===== src/rtl/sr_cond_pkg.sv =====
// rtl/sr_cond_pkg.sv - shared types, widths and defaults for the set/clear request conditioner
package sr_cond_pkg;

   typedef enum logic [1:0] {
      IDLE    = 2'd0,
      PULSE   = 2'd1,
      HOLDOFF = 2'd2
   } state_t;

   localparam int DROP_CNT_W          = 8;
   localparam int DEF_DEBOUNCE_CYCLES = 4;
   localparam int DEF_DB_CNT_W        = 3;
   localparam int DEF_HOLDOFF_CYCLES  = 2;
   localparam int DEF_PRIORITY_RESET  = 1;

   // Drop counter add that sticks at all-ones instead of wrapping.
   function automatic logic [DROP_CNT_W-1:0] sat_add(input logic [DROP_CNT_W-1:0] cnt,
                                                     input logic [1:0] inc);
      logic [DROP_CNT_W:0] sum;
      sum = {1'b0, cnt} + {{(DROP_CNT_W-1){1'b0}}, inc};
      return sum[DROP_CNT_W] ? {DROP_CNT_W{1'b1}} : sum[DROP_CNT_W-1:0];
   endfunction

endpackage


===== src/rtl/sr_debounce_chan.sv =====
// rtl/sr_debounce_chan.sv - per-channel 2-flop synchroniser, debounce filter and rising-edge event
module sr_debounce_chan
   import sr_cond_pkg::*;
#(
   parameter int DEBOUNCE_CYCLES = DEF_DEBOUNCE_CYCLES,
   parameter int DB_CNT_W        = DEF_DB_CNT_W
) (
   input  logic clock,
   input  logic rst,
   input  logic req_raw,
   output logic evt
);

   localparam logic [DB_CNT_W-1:0] CNT_LAST = DB_CNT_W'(DEBOUNCE_CYCLES - 1);
   localparam logic [DB_CNT_W-1:0] CNT_ONE  = DB_CNT_W'(1);

   logic                sync1;
   logic                sync2;
   logic                level;
   logic                level_d;
   logic [DB_CNT_W-1:0] cnt;

   always_ff @(posedge clock or negedge rst) begin
      if (!rst) begin
         sync1   <= 1'b0;
         sync2   <= 1'b0;
         level   <= 1'b0;
         level_d <= 1'b0;
         cnt     <= '0;
         evt     <= 1'b0;
      end else begin
         sync1   <= req_raw;
         sync2   <= sync1;
         level_d <= level;
         evt     <= level & ~level_d;
         // The Nth consecutive disagreeing sample commits the new level.
         if (sync2 == level) begin
            cnt <= '0;
         end else if (cnt == CNT_LAST) begin
            level <= sync2;
            cnt   <= '0;
         end else begin
            cnt <= cnt + CNT_ONE;
         end
      end
   end

endmodule


===== src/rtl/sr_request_conditioner.sv =====
// rtl/sr_request_conditioner.sv - arbitrates debounced set/clear events into exclusive s/r pulses
module sr_request_conditioner
   import sr_cond_pkg::*;
#(
   parameter int DEBOUNCE_CYCLES = DEF_DEBOUNCE_CYCLES,
   parameter int DB_CNT_W        = DEF_DB_CNT_W,
   parameter int HOLDOFF_CYCLES  = DEF_HOLDOFF_CYCLES,
   parameter int PRIORITY_RESET  = DEF_PRIORITY_RESET
) (
   input  logic                  clock,
   input  logic                  rst,
   input  logic                  set_req_raw,
   input  logic                  clr_req_raw,
   output logic                  s,
   output logic                  r,
   output logic                  busy,
   output logic [DROP_CNT_W-1:0] drop_cnt
);

   localparam int HO_W = (HOLDOFF_CYCLES > 1) ? $clog2(HOLDOFF_CYCLES) : 1;
   localparam logic [HO_W-1:0] HO_ONE = HO_W'(1);

   logic            set_evt;
   logic            clr_evt;
   logic [1:0]      evt_count;
   state_t          state;
   logic [HO_W-1:0] hold_cnt;

   sr_debounce_chan #(
      .DEBOUNCE_CYCLES(DEBOUNCE_CYCLES),
      .DB_CNT_W       (DB_CNT_W)
   ) u_set_chan (
      .clock  (clock),
      .rst    (rst),
      .req_raw(set_req_raw),
      .evt    (set_evt)
   );

   sr_debounce_chan #(
      .DEBOUNCE_CYCLES(DEBOUNCE_CYCLES),
      .DB_CNT_W       (DB_CNT_W)
   ) u_clr_chan (
      .clock  (clock),
      .rst    (rst),
      .req_raw(clr_req_raw),
      .evt    (clr_evt)
   );

   assign evt_count = {1'b0, set_evt} + {1'b0, clr_evt};

   always_ff @(posedge clock or negedge rst) begin
      if (!rst) begin
         state    <= IDLE;
         hold_cnt <= '0;
         s        <= 1'b0;
         r        <= 1'b0;
         busy     <= 1'b0;
         drop_cnt <= '0;
      end else begin
         s <= 1'b0;
         r <= 1'b0;
         case (state)
            IDLE: begin
               if (set_evt || clr_evt) begin
                  state <= PULSE;
                  busy  <= 1'b1;
                  if (set_evt && clr_evt) begin
                     // Only one side may fire so the JK-based flop never toggles.
                     if (PRIORITY_RESET != 0) r <= 1'b1;
                     else                     s <= 1'b1;
                     drop_cnt <= sat_add(drop_cnt, 2'd1);
                  end else begin
                     s <= set_evt;
                     r <= clr_evt;
                  end
               end
            end
            PULSE: begin
               drop_cnt <= sat_add(drop_cnt, evt_count);
               if (HOLDOFF_CYCLES == 0) begin
                  state <= IDLE;
                  busy  <= 1'b0;
               end else begin
                  state    <= HOLDOFF;
                  hold_cnt <= HO_W'(HOLDOFF_CYCLES - 1);
               end
            end
            HOLDOFF: begin
               drop_cnt <= sat_add(drop_cnt, evt_count);
               if (hold_cnt == '0) begin
                  state <= IDLE;
                  busy  <= 1'b0;
               end else begin
                  hold_cnt <= hold_cnt - HO_ONE;
               end
            end
            default: begin
               state <= IDLE;
               busy  <= 1'b0;
            end
         endcase
      end
   end

endmodule

===== config.mk =====
export PLATFORM = sky130hd
export DESIGN_NAME = sr_request_conditioner
export DESIGN_NICKNAME = d
export VERILOG_FILES = /design/src/rtl/sr_cond_pkg.sv /design/src/rtl/sr_debounce_chan.sv /design/src/rtl/sr_request_conditioner.sv
export SDC_FILE = /design/constraint.sdc
export NUM_CORES = 1
export LEC_CHECK = 0
export CELL_PAD_IN_SITES_DETAIL_PLACEMENT = 2
export CELL_PAD_IN_SITES_GLOBAL_PLACEMENT = 2
export CORE_AREA = 2 2 55 83
export DETAILED_ROUTE_END_ITERATION = 10
export DIE_AREA = 0 0 57 85
export PLACE_DENSITY = 0.83
export SYNTH_ARGS = -nofsm -noshare
export SYNTH_HDL_FRONTEND = slang
export SYNTH_SLANG_ARGS = --single-unit

===== constraint.sdc =====
create_clock -name clock -period 2.1 [get_ports clock]
set_clock_uncertainty 0.05 [all_clocks]
set_input_delay 0.315 -clock clock [delete_from_list [all_inputs] [get_ports clock]]
set_output_delay 0.315 -clock clock [all_outputs]
set_load 0.05 [all_outputs]

### Word level (Yosys, flattened, before mapping)

Index checks and enable logic that the tools add are counted.

| word-level totals | value |
|---|---|
| register bits after elaboration | 30 |
| output and inout port bits | 11 |
| logic and storage cells | 74 |

| operators by class | value |
|---|---|
| add/subtract/negate cells | 6 |
| equality and inequality tests | 9 |
| mux-type cells | 23 |
| bitwise gates (word level) | 7 |
| reduce and logical (&&, ||, !) cells | 11 |

Operator list:

| kind | number |
|---|---|
| 2-to-1 mux 8 bit | 4 |
| one-hot mux 8 bit (2 select lines) | 1 |
| 2-to-1 mux 3 bit | 4 |
| adder 8 x 1 -> 9 bit (second input constant) | 1 |
| adder 8 x 2 -> 9 bit | 1 |
| 2-to-1 mux 1 bit | 9 |
| adder 3 x 1 -> 3 bit (second input constant) | 2 |
| == test 3 x 2 -> 1 bit (second input constant) | 2 |
| inequality test 2 bit (second input constant) | 3 |
| one-hot mux 2 bit (3 select lines) | 1 |
| AND reduction 2 bit | 3 |
| AND reduction 3 bit | 2 |
| inverter 1 bit | 5 |
| 2-to-1 mux 2 bit | 2 |
| nonzero test 2 bit | 2 |
| one-hot mux 1 bit (3 select lines) | 1 |
| adder 1 x 1 -> 2 bit | 1 |
| AND 1 bit | 2 |
| == test 1 bit | 2 |
| == test 2 x 1 -> 1 bit (second input constant) | 1 |
| == test 2 bit (second input constant) | 1 |
| logical NOT 2 bit | 1 |
| one-hot mux 1 bit (2 select lines) | 1 |
| OR reduction 2 bit | 1 |
| other kinds (3) | 3 |

### Depth between registers and ports, before layout

| depth | value |
|---|---|
| word-level depth | 5 |
| depth in mapped cells | 8 |

### Cells and area by module

From an unflattened synthesis, not the netlist that was laid out.

| second synthesis, totals | value |
|---|---|
| cell total of the unflattened synthesis | 128 |
| area total of the unflattened synthesis | 1498.9 um2 |

Modules (own cells, without submodules):

| module | times used | cells an instance | area an instance (um2) | seq. area each (um2) |
|---|---|---|---|---|
| sr_request_conditioner | 1 | 96 | 944.7 | 350.3 |
| sr_debounce_chan (u_clr_chan) | 1 | 16 | 277.8 | 200.2 |
| sr_debounce_chan (u_set_chan) | 1 | 16 | 276.5 | 200.2 |

### Least setup slack after synthesis

OpenSTA, ideal clock, no wires.

| path | value |
|---|---|
| path type | register -> register |
| start | reg drop_cnt[0] |
| end | reg drop_cnt[3] |
| library setup time | 0.094 ns |
| arrival time | 2.178 ns |
| data required time | 1.956 ns |
| setup slack | -0.222 ns |
| stages on the path, launching flop included | 9 |
| path buffers | 0 |
| clock period less this slack | 2.322 ns |
| cell sequence | dfrtp_1 > inv_1 > fa_1 > inv_1 > ha_1 > nand3_1 > o211ai_2 > nor2_1 > a211oi_1 |

| on the way | value |
|---|---|
| longest elaborated chain between the ends | 5 |
| elaborated cells between the ends (all ways) | 7 |

RTL lines:

| element | line | RTL |
|---|---|---|
| start: declaration | sr_request_conditioner.sv:17 | `output logic [DROP_CNT_W-1:0] drop_cnt` |
| start signal: assignment | sr_request_conditioner.sv:71 | `drop_cnt <= sat_add(drop_cnt, 2'd1);` |
| start signal: assignment | sr_request_conditioner.sv:79 | `drop_cnt <= sat_add(drop_cnt, evt_count);` |
| start signal: assignment | sr_request_conditioner.sv:89 | `drop_cnt <= sat_add(drop_cnt, evt_count);` |
| adder 8 x 1 -> 9 bit | sr_cond_pkg.sv:20 | `sum = {1'b0, cnt} + {{(DROP_CNT_W-1){1'b0}}, inc};` |
| 2-to-1 mux 8 bit | sr_cond_pkg.sv:21 | `return sum[DROP_CNT_W] ? {DROP_CNT_W{1'b1}} : sum[DROP_CNT_W-1:0];` |
| 2-to-1 mux 8 bit | sr_request_conditioner.sv:67 | `if (set_evt && clr_evt) begin` |
| 2-to-1 mux 8 bit | sr_request_conditioner.sv:64 | `if (set_evt \|\| clr_evt) begin` |
| one-hot mux 8 bit (2 select lines) * | sr_request_conditioner.sv:62 | `case (state)` |

Mark *: on every way between the ends. The rest lies on a longest branch, timed or not. The select of a mux whose other input is x is not followed.
A chain may end at the register's enable or synchronous reset.

### Worst setup path after layout

| path | value |
|---|---|
| start | reg drop_cnt[3] |
| end | out drop_cnt[3] |

No word-level cell between the ends.

==> results.sh <==
export IMPL_outcome="complete, no violations"
export IMPL_drc=0
export IMPL_setup_viol=0
export IMPL_stdcell_area_um2=1880
export IMPL_clk_path_buf_depth=2
export IMPL_yosysTopAreaCell="dfrtp_1"
export IMPL_worst_pin_slew_ns=0.535
export IMPL_pwr_share_comb=0.543
export IMPL_fp_coreArea_um2=4140
export IMPL_num_vias=1150
export IMPL_min_to="u_set_chan.sync2"
export IMPL_port_buffers=14
export IMPL_synthTopCellsByArea="dfrtp_1 52%, ha_1 6.9%, mux2_2 3.9%, a21oi_1 3.1%, inv_1 2.8%"
export IMPL_fin_cells=207
export IMPL_internal_power_mw=1.77
export IMPL_fin_util=0.454
export IMPL_grt_use_total=0.175
export IMPL_antenna_cells=0
export IMPL_cp_top_family="buffers and inverters"
export IMPL_powerDensity_nw_per_um2=1710
export IMPL_r2r_end="drop_cnt[5]"
export IMPL_grt_overflow=0
export IMPL_drive_gt1_frac=0.230
export IMPL_rows=29
export IMPL_synth_cell_types=35
export IMPL_postPlaceCellArea_um2=1660
export IMPL_antenna_left=0
export IMPL_tritoncts="yes"
export IMPL_power_total_mw=3.22
export IMPL_switching_share=0.449
export IMPL_root_buffer="clkbuf_8"
export IMPL_pre_cts_slack_ns=0.0407
export IMPL_dieWidth_um=57
export IMPL_crit_path_max_fanout=7
export IMPL_io_pins=15
export IMPL_drv_cap=0
export IMPL_drt_initial_drc_count=18
export IMPL_ys_async_sr_fraction=1.00
export IMPL_insertion_delay_ns=0.29
export IMPL_dp_hpwl_mm=2.74
export IMPL_synth_top_area_frac=0.517
export IMPL_syn_cell_area_um2=1450
export IMPL_crit_chain="clkdlybuf4s50_1"
export IMPL_clkSinkCount=30
export IMPL_dp_cells=192
export IMPL_critPathLaunch="drop_cnt[3]"
export IMPL_p_leak_nw=0.823
export IMPL_fillers=452
export IMPL_drt_total_wl_mm=3.99
export IMPL_start_util=0.351
export IMPL_worstReg2RegStart="drop_cnt[0]"
export IMPL_dieArea_um2=4850
export IMPL_end_kind="primary output"
export IMPL_r2r_slack_ns=0.09
export IMPL_fin_ws_ns=0.0223
export IMPL_gp_congestion=0.953
export IMPL_fmax_mhz=481
export IMPL_cp_arrival_ns=1.71
export IMPL_max_stage_delay_ns=0.88
export IMPL_switching_power_mw=1.45
export IMPL_antenna_found_initial=0
export IMPL_synth_nets=144
export IMPL_ys_seq_area_frac=0.517
export IMPL_numCtsBuffers=5
export IMPL_clkPwrFrac=0.152
export IMPL_crit_type="flip-flop to primary output"
export IMPL_worst_path_buf_inv=1
export IMPL_grt_max_degree=31
export IMPL_grt_pass1_vias=1279
export IMPL_drv_slew=0
export IMPL_vdd_ir_drop_max_mv=0.752
export IMPL_ff2ff_path_depth=8
export IMPL_firstDrtPassIters=4
export IMPL_yosys_warnings=0
export IMPL_min_period_over_period=0.989
export IMPL_path_clk_slew_ns=0.07
export IMPL_worst_setup_path_start_kind="flip-flop"
export IMPL_period_needed_ns=2.08
export IMPL_wl_per_cell_um=19.3
export IMPL_vias_per_cell=5.56
export IMPL_ys_ff_latch=30
export IMPL_synthCells=131
export IMPL_seq_power_share=0.305
export IMPL_hold_depth=0
export IMPL_syn_avg_cell_area_um2=11.1
export IMPL_hold_start="u_set_chan.sync1"
export IMPL_cp_slowest_cell="clkdlybuf4s50_1"
export IMPL_synth_ff_type="dfrtp_1"
export IMPL_hold_violations=0
export IMPL_grt_pass1_wl_mm=6.43
export IMPL_die_h_um=85
export IMPL_hold_path_class="flip-flop to flip-flop"
export IMPL_slew_headroom=0.643
export IMPL_htree_levels=2
export IMPL_final_nets=173
export IMPL_synth_edf_count=0
export IMPL_syn_to_final_growth_pct=29.5
export IMPL_crit_required_ns=1.74
area by class of cell:
type,instances,area (um2),share of cell area
flip-flops and latches,30,752,0.400
multi-input cells,88,716,0.381
repair buffers,24,218,0.116
clock buffers,6,82.6,0.0439
well taps,46,57.6,0.0306
inverters,11,41.3,0.0220
clock inverters,2,12.5,0.00666
cell usage in the layout, fill, tap and decap left out, types with 5 or more instances in the layout:
| master | count |
|---|---|
| o21ai_0 | 6 |
| clkbuf_8 | 6 |
| clkdlybuf4s50_1 | 13 |
| mux2_2 | 5 |
| ha_1 | 6 |
| dfrtp_1 | 29 |
| buf_4 | 10 |
| a21oi_1 | 9 |
| nand2_1 | 5 |
| inv_1 | 9 |
| nor2b_1 | 5 |
| nor2_1 | 8 |
synth_stat cells (2+ instances only):
cell and instances:
nand2b_1 2, buf_2 2, nand3_1 4, dfrtp_1 30, nor3b_1 3, nor3_1 3
o21ai_0 6, mux2i_1 3, o22ai_1 3, nor2b_1 5, mux2_2 5, a21oi_1 9
nor2_1 8, and3_1 2, nand2_1 5, nand4_1 2, xnor2_1 2, and2_1 3
inv_1 11, ha_1 8
metrics by stage:
stage / setup TNS [ns] / hold slack, ns
after global placement: 0 / 0.285
after floorplan: 0 / -0.0306
after detailed placement: 0 / 0.289
final: 0 / 0.300
after global routing: -0.0758 / 0.306
after CTS: 0 / 0.305
registers in the layout (all words and copies together), names as in the netlist, 2 cells and up:
name            count
u_set_chan.cnt      3
drop_cnt            8
state               2
u_clr_chan.cnt      3
worst register-to-register path, delay by kind of cell (launching register included):
kind / cells / cell delay (ns)
buf+inv: 2 / 0.17
simple gates: 1 / 0.12
compound gates: 3 / 0.57
fa+ha+maj: 2 / 0.62
flops: 1 / 0.40
routing by layer:
layer  routed length, um  track usage  vias up
li1                    -            -      519
met1                1420        0.184      592
met2                2290        0.325       23
met3                  89       0.0290       16
met4                 184       0.0909        0
met5                   0            0        -
timing repair:
item,CTS,global route
pin swaps,1,2
setup endpoints to repair,1,7
resized for setup,1,11
setup buffers,0,7
gates cloned,0,0
hold buffers,0,0
cells by family after synthesis:
| family | count (synthesis) | synth area share |
|---|---|---|
| flops | 30 | 0.517 |
| mux | 8 | 0.0595 |
| xor+xnor | 2 | 0.0121 |
| simple gates | 41 | 0.157 |
| compound gates | 28 | 0.136 |
| buf+inv | 13 | 0.0353 |
| fa+ha+maj | 9 | 0.0828 |
power by group through the flow:
stage | Sequential (mW) | Clock (mW) | Combinational (mW)
after floorplan | 1.17 | 0 | 0.796
after detailed placement | 0.983 | 0 | 1.48
after global placement | 0.954 | 0 | 1.42
after CTS | 0.976 | 0.506 | 1.51
final | 0.981 | 0.490 | 1.75
after global routing | 1.02 | 0.528 | 1.90
how the worst max path moves through the flow:
| stage | endpoint | cells after the start | slack, ns |
|---|---|---|---|
| CTS | drop_cnt[3] | 8 | 0.01 |
| global route | drop_cnt[5] | 8 | -0.03 |
| global placement | drop_cnt[4] | 8 | 0.14 |
| finish | drop_cnt[3] | 1 | 0.02 |
| detailed placement | drop_cnt[3] | 8 | 0.04 |
| floorplan | drop_cnt[3] | 8 | 0.02 |
Power figures use the tool's default switching activity.
